==> src/rtl/axi_read_arbiter.sv <==
// Two-master AXI4 read-channel arbiter: M0 = instruction fetch, M1 = LSU loads.
// One read transaction is outstanding at a time. The grant is held from AR acceptance until the last R beat.
module axi_read_arbiter #(
  parameter int ADDR_W     = 32,
  parameter int DATA_W     = 32,
  parameter bit FIXED_PRIO = 1'b0
) (
  input  logic              i_clock,
  input  logic              i_reset_n,

  input  logic [ADDR_W-1:0] i_m0_araddr,
  input  logic [3:0]        i_m0_arid,
  input  logic [7:0]        i_m0_arlen,
  input  logic [2:0]        i_m0_arsize,
  input  logic [1:0]        i_m0_arburst,
  input  logic              i_m0_arvalid,
  output logic              o_m0_arready,
  output logic [DATA_W-1:0] o_m0_rdata,
  output logic [1:0]        o_m0_rresp,
  output logic [3:0]        o_m0_rid,
  output logic              o_m0_rvalid,
  output logic              o_m0_rlast,
  input  logic              i_m0_rready,

  input  logic [ADDR_W-1:0] i_m1_araddr,
  input  logic [3:0]        i_m1_arid,
  input  logic [7:0]        i_m1_arlen,
  input  logic [2:0]        i_m1_arsize,
  input  logic [1:0]        i_m1_arburst,
  input  logic              i_m1_arvalid,
  output logic              o_m1_arready,
  output logic [DATA_W-1:0] o_m1_rdata,
  output logic [1:0]        o_m1_rresp,
  output logic [3:0]        o_m1_rid,
  output logic              o_m1_rvalid,
  output logic              o_m1_rlast,
  input  logic              i_m1_rready,

  output logic [ADDR_W-1:0] o_axi_araddr,
  output logic [3:0]        o_axi_arid,
  output logic [7:0]        o_axi_arlen,
  output logic [2:0]        o_axi_arsize,
  output logic [1:0]        o_axi_arburst,
  output logic              o_axi_arvalid,
  input  logic              i_axi_arready,

  input  logic [DATA_W-1:0] i_axi_rdata,
  input  logic [1:0]        i_axi_rresp,
  input  logic [3:0]        i_axi_rid,
  input  logic              i_axi_rlast,
  input  logic              i_axi_rvalid,
  output logic              o_axi_rready,

  output logic              o_busy,
  output logic              o_grant
);

  typedef enum logic [1:0] {
    IDLE = 2'd0,
    ADDR = 2'd1,
    DATA = 2'd2
  } state_t;

  state_t state, state_nxt;
  logic   grant, grant_nxt;
  logic   last_grant, last_grant_nxt;
  logic   r_beat_last;

  // NOTE: sequential state uses non-blocking assignments only, so every register
  // samples the pre-edge values regardless of statement order.
  always_ff @(posedge i_clock or negedge i_reset_n) begin
    if (!i_reset_n) begin
      state      <= IDLE;
      grant      <= 1'b0;
      last_grant <= 1'b1;
    end else begin
      state      <= state_nxt;
      grant      <= grant_nxt;
      last_grant <= last_grant_nxt;
    end
  end

  assign r_beat_last = i_axi_rvalid && o_axi_rready && i_axi_rlast;

  // NOTE: every signal written here gets a default first, so no path through
  // the case statement can leave one unassigned and infer a latch.
  always_comb begin
    state_nxt      = state;
    grant_nxt      = grant;
    last_grant_nxt = last_grant;
    case (state)
      IDLE: begin
        if (i_m0_arvalid || i_m1_arvalid) begin
          state_nxt = ADDR;
          if (i_m0_arvalid && i_m1_arvalid) grant_nxt = FIXED_PRIO ? 1'b1 : ~last_grant;
          else                              grant_nxt = i_m1_arvalid;
        end
      end
      ADDR: begin
        if (i_axi_arready) begin
          last_grant_nxt = grant;
          state_nxt      = DATA;
        end
      end
      DATA: begin
        if (r_beat_last) state_nxt = IDLE;
      end
      default: state_nxt = IDLE;
    endcase
  end

  // Downstream AR payload follows the held grant; it only matters while arvalid is high.
  always_comb begin
    o_axi_araddr  = grant ? i_m1_araddr  : i_m0_araddr;
    o_axi_arid    = grant ? i_m1_arid    : i_m0_arid;
    o_axi_arlen   = grant ? i_m1_arlen   : i_m0_arlen;
    o_axi_arsize  = grant ? i_m1_arsize  : i_m0_arsize;
    o_axi_arburst = grant ? i_m1_arburst : i_m0_arburst;
  end

  assign o_axi_arvalid = (state == ADDR);
  assign o_m0_arready  = (state == ADDR) && !grant && i_axi_arready;
  assign o_m1_arready  = (state == ADDR) &&  grant && i_axi_arready;

  // R beats outside DATA are protocol errors: never accepted, never forwarded.
  assign o_axi_rready = (state == DATA) && (grant ? i_m1_rready : i_m0_rready);
  assign o_m0_rvalid  = (state == DATA) && !grant && i_axi_rvalid;
  assign o_m1_rvalid  = (state == DATA) &&  grant && i_axi_rvalid;

  assign o_m0_rdata = i_axi_rdata;
  assign o_m0_rresp = i_axi_rresp;
  assign o_m0_rid   = i_axi_rid;
  assign o_m0_rlast = i_axi_rlast;
  assign o_m1_rdata = i_axi_rdata;
  assign o_m1_rresp = i_axi_rresp;
  assign o_m1_rid   = i_axi_rid;
  assign o_m1_rlast = i_axi_rlast;

  assign o_busy  = (state != IDLE);
  assign o_grant = grant;

endmodule

==> config.mk <==
export PLATFORM = sky130hd
export DESIGN_NAME = axi_read_arbiter
export DESIGN_NICKNAME = d
export VERILOG_FILES = /design/src/rtl/axi_read_arbiter.sv
export SDC_FILE = /design/constraint.sdc
export NUM_CORES = 1
export LEC_CHECK = 0
export BUFFER_PORTS_ARGS = -buffer_cell sky130_fd_sc_hd__buf_4
export CAP_MARGIN = 20
export CELL_PAD_IN_SITES_DETAIL_PLACEMENT = 2
export CELL_PAD_IN_SITES_GLOBAL_PLACEMENT = 2
export CORE_MARGIN = 4
export CORE_UTILIZATION = 11
export DETAILED_ROUTE_END_ITERATION = 16
export PLACE_DENSITY_LB_ADDON = 0.1
export SLEW_MARGIN = 20
export SYNTH_ARGS = -nofsm -noshare
export SYNTH_HDL_FRONTEND = slang
export SYNTH_SLANG_ARGS = --single-unit
==> constraint.sdc <==
create_clock -name i_clock -period 1.1 [get_ports i_clock]
set_input_delay 0.22 -clock i_clock [delete_from_list [all_inputs] [get_ports i_clock]]
set_output_delay 0.22 -clock i_clock [all_outputs]
set_load 0.02 [all_outputs]
==> flow_summary.json, run 1 <==
{
  "slew_headroom_pct": 85.38,
  "yosysTopAreaCell": "mux2_4",
  "wl_per_cell_um": 15.45,
  "clkLatencyLatePin_ns": 0.23,
  "fin_crit_ns": 1.624,
  "hold_viol_final": 0,
  "syn_to_final_growth_pct": 74.83,
  "tightest_slew_ns": 0.2150,
  "fp.dieW_um": 129.9,
  "hp-class": "primary input to flip-flop",
  "cts_root_buf": "clkbuf_16",
  "whs_ns": 0.1926,
  "h-tree-depth": 1,
  "cts_tree": "yes",
  "portBuffers": 165,
  "drt_iter0_drc": 17,
  "n_antenna_cell": 0,
  "cp.arrival_ns": 1.40,
  "yosysMostFrequentCell": "buf_4",
  "vdd_drop_max_uv": 553.9,
  "p_leak_nw": 1.484,
  "maxCapViolCount": 0,
  "synthFlopType": "dfrtp_1",
  "rows": 44,
  "fmaxAchievable_mhz": 615.7,
  "cp.required_ns": 0.88,
  "synth_area_leaders": "mux2_4, buf_4, buf_12",
  "drive_above_1_share_pct": 94.55,
  "status": "finished with violations",
  "crit_type": "flip-flop to output port",
  "postLayoutCellArea_um2": 2859,
  "place.gp.congestion": 0.7051,
  "cts_made_buffers": 3,
  "syn_nets": 303,
  "grtUsageTotal_pct": 7.226,
  "synth-async-reset-ratio_pct": 100.0,
  "clkTransAtPathRegs_ns": 0.03,
  "design.core.area_um2": 14530,
  "clock_skew_ns": 0.003803,
  "grt_pass1_wl_mm": 9.453,
  "cts.path.max_buffers": 2,
  "p_per_area_nw_per_um2": 2143,
  "synth_cells": 158,
  "ys_seq_area_share_pct": 6.197,
  "via_per_inst": 3.288,
  "num_vias": 1450,
  "timing.final.ws_setup_ns": -0.5242,
  "antenna_found_initial": 0,
  "clock_sinks": 4,
  "die_h_um": 129.9,
  "synth_warnings": 0,
  "synth_edf_count": 0,
  "placedInstanceArea_um2": 2521,
  "yosysTopAreaCellShare_pct": 42.23,
  "ys_types": 21,
  "drt-total-wl_mm": 6.812,
  "first_pass_iters": 3,
  "critPathMaxFanout": 25,
  "final_max_slew_viol_count": 0,
  "start_util_pct": 11.25,
  "setup_viol_count_final": 59,
  "dp_hpwl_mm": 6.102,
  "critPathLaunchType": "flip-flop",
  "gr-total-overflow": 0,
  "cp-end-kind": "output port",
  "grt_max_degree": 26,
  "rsz0062_at_grt": "yes",
  "drc": 0,
  "ys_ff_latch": 4,
  "die_area_um2": 16880,
  "ant_nets": 0,
  "ys_top_cells_by_count": "buf_4, mux2_4, buf_12, nand2_1",
  "nNetsFinal": 403,
  "grt_pass1_vias": 1613,
  "avgSynthCellArea_um2": 10.35,
  "violations": "setup timing",
  "power_mw": 6.128,
  "syn_area_um2": 1635,
  "io_pins": 280,
  "period_share_pct": 147.7
}
[cells by family after synthesis]
kind of cell	Yosys count	synth area share, %
compound gates	5	1.913
buf+inv	85	42.31
flops	4	6.198
mux	50	44.91
simple gates	14	4.666
[sequential cells by signal (all words and copies together), names as in the netlist]
register	cells
o_grant	1
state	2
last_grant	1
[path summary, 6_finish.rpt]
| check | to | from | slack, ns | cells past startpoint |
|---|---|---|---|---|
| setup / recovery | o_axi_araddr[27] | o_grant | -0.52 | 3 |
| min in group asynchronous | state[0] | i_reset_n | 0.35 | 2 |
| hold reg to reg | last_grant | last_grant | 0.50 | 1 |
| hold / removal | state[0] | i_axi_arready | 0.19 | 2 |
| max in group asynchronous | last_grant | i_reset_n | 0.55 | 2 |
| setup reg to reg | last_grant | o_grant | -0.16 | 4 |
[through the flow]
step	std cells	worst slack, ns	utilization (%)	setup TNS, ns
finish	441	-0.5242	19.67	-27.51
global route	441	-0.5694	19.67	-30.20
CTS	442	-0.5440	19.59	-28.84
detailed placement	432	-0.3352	17.35	-16.61
global placement	432	-0.3207	17.35	-15.84
floorplan	158	-0.2035	-	-10.20
[critical path, cell delays in order, from the launching register on]
cell and delay (ns):
dfrtp_4 0.52, buf_12 0.20, mux2_4 0.32, buf_6 0.13
[power breakdown]
group | internal [mW] | switching, mW | total [mW]
clock network | 0.479 | 0.109 | 0.589
registers | 0.249 | 0.106 | 0.355
logic | 2.95 | 2.23 | 5.18
[metal layers]
layer	GRT usage [%]	vias to the layer above	share of wire (%)
met5	0	-	0
met4	2.445	0	2.3
met3	2.538	32	14
met2	12.98	119	49
met1	7.904	652	34
li1	-	647	-
[layout make-up]
| cell class | count | area (um^2) |
|---|---|---|
| Inverter | 1 | 3.754 |
| Clock buffer | 4 | 78.83 |
| Multi-Input combinational cell | 69 | 884.6 |
| Tap cell | 184 | 230.2 |
| Fill cell | 1657 | 11670 |
| Timing Repair Buffer | 179 | 1555 |
| Sequential cell | 4 | 106.4 |
[cell usage in the layout, fill, tap and decap left out]
cell type        n
a211oi_2         1
a21o_1           1
a21oi_1          1
a31oi_1          1
and3_2           1
and3_4           1
buf_12           2
buf_4          127
buf_6           49
clkbuf_1         1
clkbuf_16        3
dfrtp_1          1
dfrtp_2          1
dfrtp_4          1
dfstp_2          1
dlygate4sd3_1    1
inv_2            1
mux2_2           2
mux2_4          47
mux2i_2          1
nand2_1          4
nand2b_1         1
nor2_1           2
nor2_4           1
nor2b_2          2
nor2b_4          1
nor3_4           1
o21ai_1          1
[timing repair]
action,CTS,global route
hold buffers,1,0
gates resized for setup,55,7
endpoints found under the hold margin,4,0
pin swaps,0,5
setup buffers,5,2
endpoints found under the setup margin,59,61
No activity file was read; power rests on OpenSTA's default activity.
==> inputs of run 2 (changes only) <==
- CORE_ASPECT_RATIO: default -> 0.75
==> flow_summary.json, run 2 (synthesis results as in run 1) <==
{
  "critPathLaunchType": "flip-flop",
  "status": "finished with violations",
  "num_vias": 1415,
  "h-tree-depth": 1,
  "hold_viol_final": 0,
  "max_stage_delay_ns": 0.47,
  "io_pins": 280,
  "reg2reg_depth": 4,
  "p_seq_share_pct": 5.4,
  "start_util_pct": 11.28,
  "cp.required_ns": 0.88,
  "drt_iter0_drc": 35,
  "power_switching_mw": 2.507,
  "instances_no_fill": 459,
  "clkLatencyLatePin_ns": 0.22,
  "critPathMaxFanout": 15,
  "drt-total-wl_mm": 7.050,
  "largest_reg_flops": 2,
  "slew_headroom_pct": 84.53,
  "grt_pass1_vias": 1575,
  "timing.final.ws_setup_ns": -0.5138,
  "grt_max_degree": 20,
  "met2_length_mm": 3.202,
  "regMostFlops": "state",
  "critPathBufInv": 2,
  "cp.arrival_ns": 1.39,
  "setup_viol_count_final": 60,
  "p_leak_nw": 1.501,
  "wl_per_cell_um": 15.36,
  "final_max_slew_viol_count": 0,
  "cts_tree": "yes",
  "rows": 38,
  "whs_ns": 0.2036,
  "first_pass_iters": 2,
  "place_inst": 450,
  "dp_slack_ns": -0.3021,
  "period_share_pct": 146.7,
  "setup_tns_ns": -27.29,
  "clkTransAtPathRegs_ns": 0.03,
  "fmaxAchievable_mhz": 619.7,
  "clock_sinks": 4,
  "seqCellArea_um2": 105.1,
  "cts_made_buffers": 3,
  "placedInstanceArea_um2": 2569,
  "cts.path.max_buffers": 2,
  "sw_frac_of_total_pct": 39.78,
  "wl_met1_mm": 2.799,
  "drive_above_1_share_pct": 94.59,
  "r2r_start": "o_grant",
  "ant_nets": 0,
  "hp-class": "primary input to flip-flop",
  "design.core.area_um2": 14500,
  "worstPathCellList": "buf_12 > mux2_2 > buf_4",
  "drc": 0,
  "crit_slowest_cell": "dfrtp_4",
  "crit_family": "flip-flops",
  "mostFrequentLayoutCells": "buf_4, buf_6, mux2_4",
  "holdPathEnd": "o_grant",
  "dp_hpwl_mm": 6.266,
  "gr-total-overflow": 0,
  "tightest_slew_ns": 0.2306,
  "n_antenna_cell": 0,
  "p_per_area_nw_per_um2": 2155,
  "multi_input_area_um2": 878.3,
  "ff2ff_setup_slack_ns": -0.14,
  "maxCapViolCount": 0,
  "hold_path.startpoint": "i_m0_arvalid",
  "crit_type": "flip-flop to output port",
  "power.share.clock_pct": 9.2,
  "p_int_mw": 3.796,
  "violations": "setup timing",
  "fill_cells": 1650,
  "grt_pass1_wl_mm": 9.998,
  "clock_skew_ns": 0.003515,
  "nNetsFinal": 405,
  "min_path_cells": 2,
  "wl_met3_um": 957,
  "syn_to_final_growth_pct": 78.88,
  "grtUsageTotal_pct": 7.538,
  "fin_crit_ns": 1.614,
  "antenna_found_initial": 0,
  "portBuffers": 165,
  "place.gp.congestion": 0.6674,
  "combPwrFrac_pct": 85.4,
  "rsz0062_at_grt": "yes",
  "vdd_drop_max_uv": 738.3,
  "cts_root_buf": "clkbuf_16",
  "top_layer": "met4",
  "fp.dieW_um": 148.8,
  "die_h_um": 113.6,
  "postLayoutCellArea_um2": 2925,
  "die_area_um2": 16900,
  "cp-end-kind": "output port",
  "r2r-end": "last_grant",
  "final_common_cell": "buf_4",
  "via_per_inst": 3.083,
  "finish.utilization_pct": 20.17,
  "power_mw": 6.304
}
run 2: what timing repair did:
action	4_1_cts	5_1_grt
setup endpoints to repair	59	61
gates cloned	0	0
resized for setup	62	6
endpoints found under the hold margin	4	0
buffers inserted	4	4
pin swaps	1	2
hold buffers	1	0
run 2: final cells by class:
cell class	instances	share of cell area, %
timing repair buffer	181	55.00
multi-input combinational	69	30.03
sequential	4	3.593
inverter	1	0.1283
clock buffer	4	2.695
tap	200	8.554
run 2: power by group through the flow:
stage / logic (mW) / clock network [mW] / registers [mW]
after global routing: 5.68 / 0.624 / 0.356
after global placement: 4.76 / 0 / 0.327
after CTS: 5.41 / 0.596 / 0.340
after detailed placement: 4.73 / 0 / 0.334
final: 5.38 / 0.583 / 0.339
after floorplan: 3.46 / 0 / 0.320
run 2: per-layer routing:
layer / GRT usage, % / up-vias
met4: 1.463 / 0
met1: 8.865 / 622
met2: 12.29 / 125
li1: - / 650
met5: 0 / -
met3: 4.091 / 18
run 2: worst max path at each step:
stage | from | end | cells after the start
6_report | o_grant | o_axi_arsize[1] | 3
5_1_grt | o_grant | o_axi_arid[3] | 3
3_5_place_dp | o_grant | o_axi_araddr[31] | 3
3_3_place_gp | o_grant | o_axi_araddr[3] | 3
2_1_floorplan | o_grant | o_axi_araddr[0] | 3
4_1_cts | o_grant | o_axi_arid[3] | 3
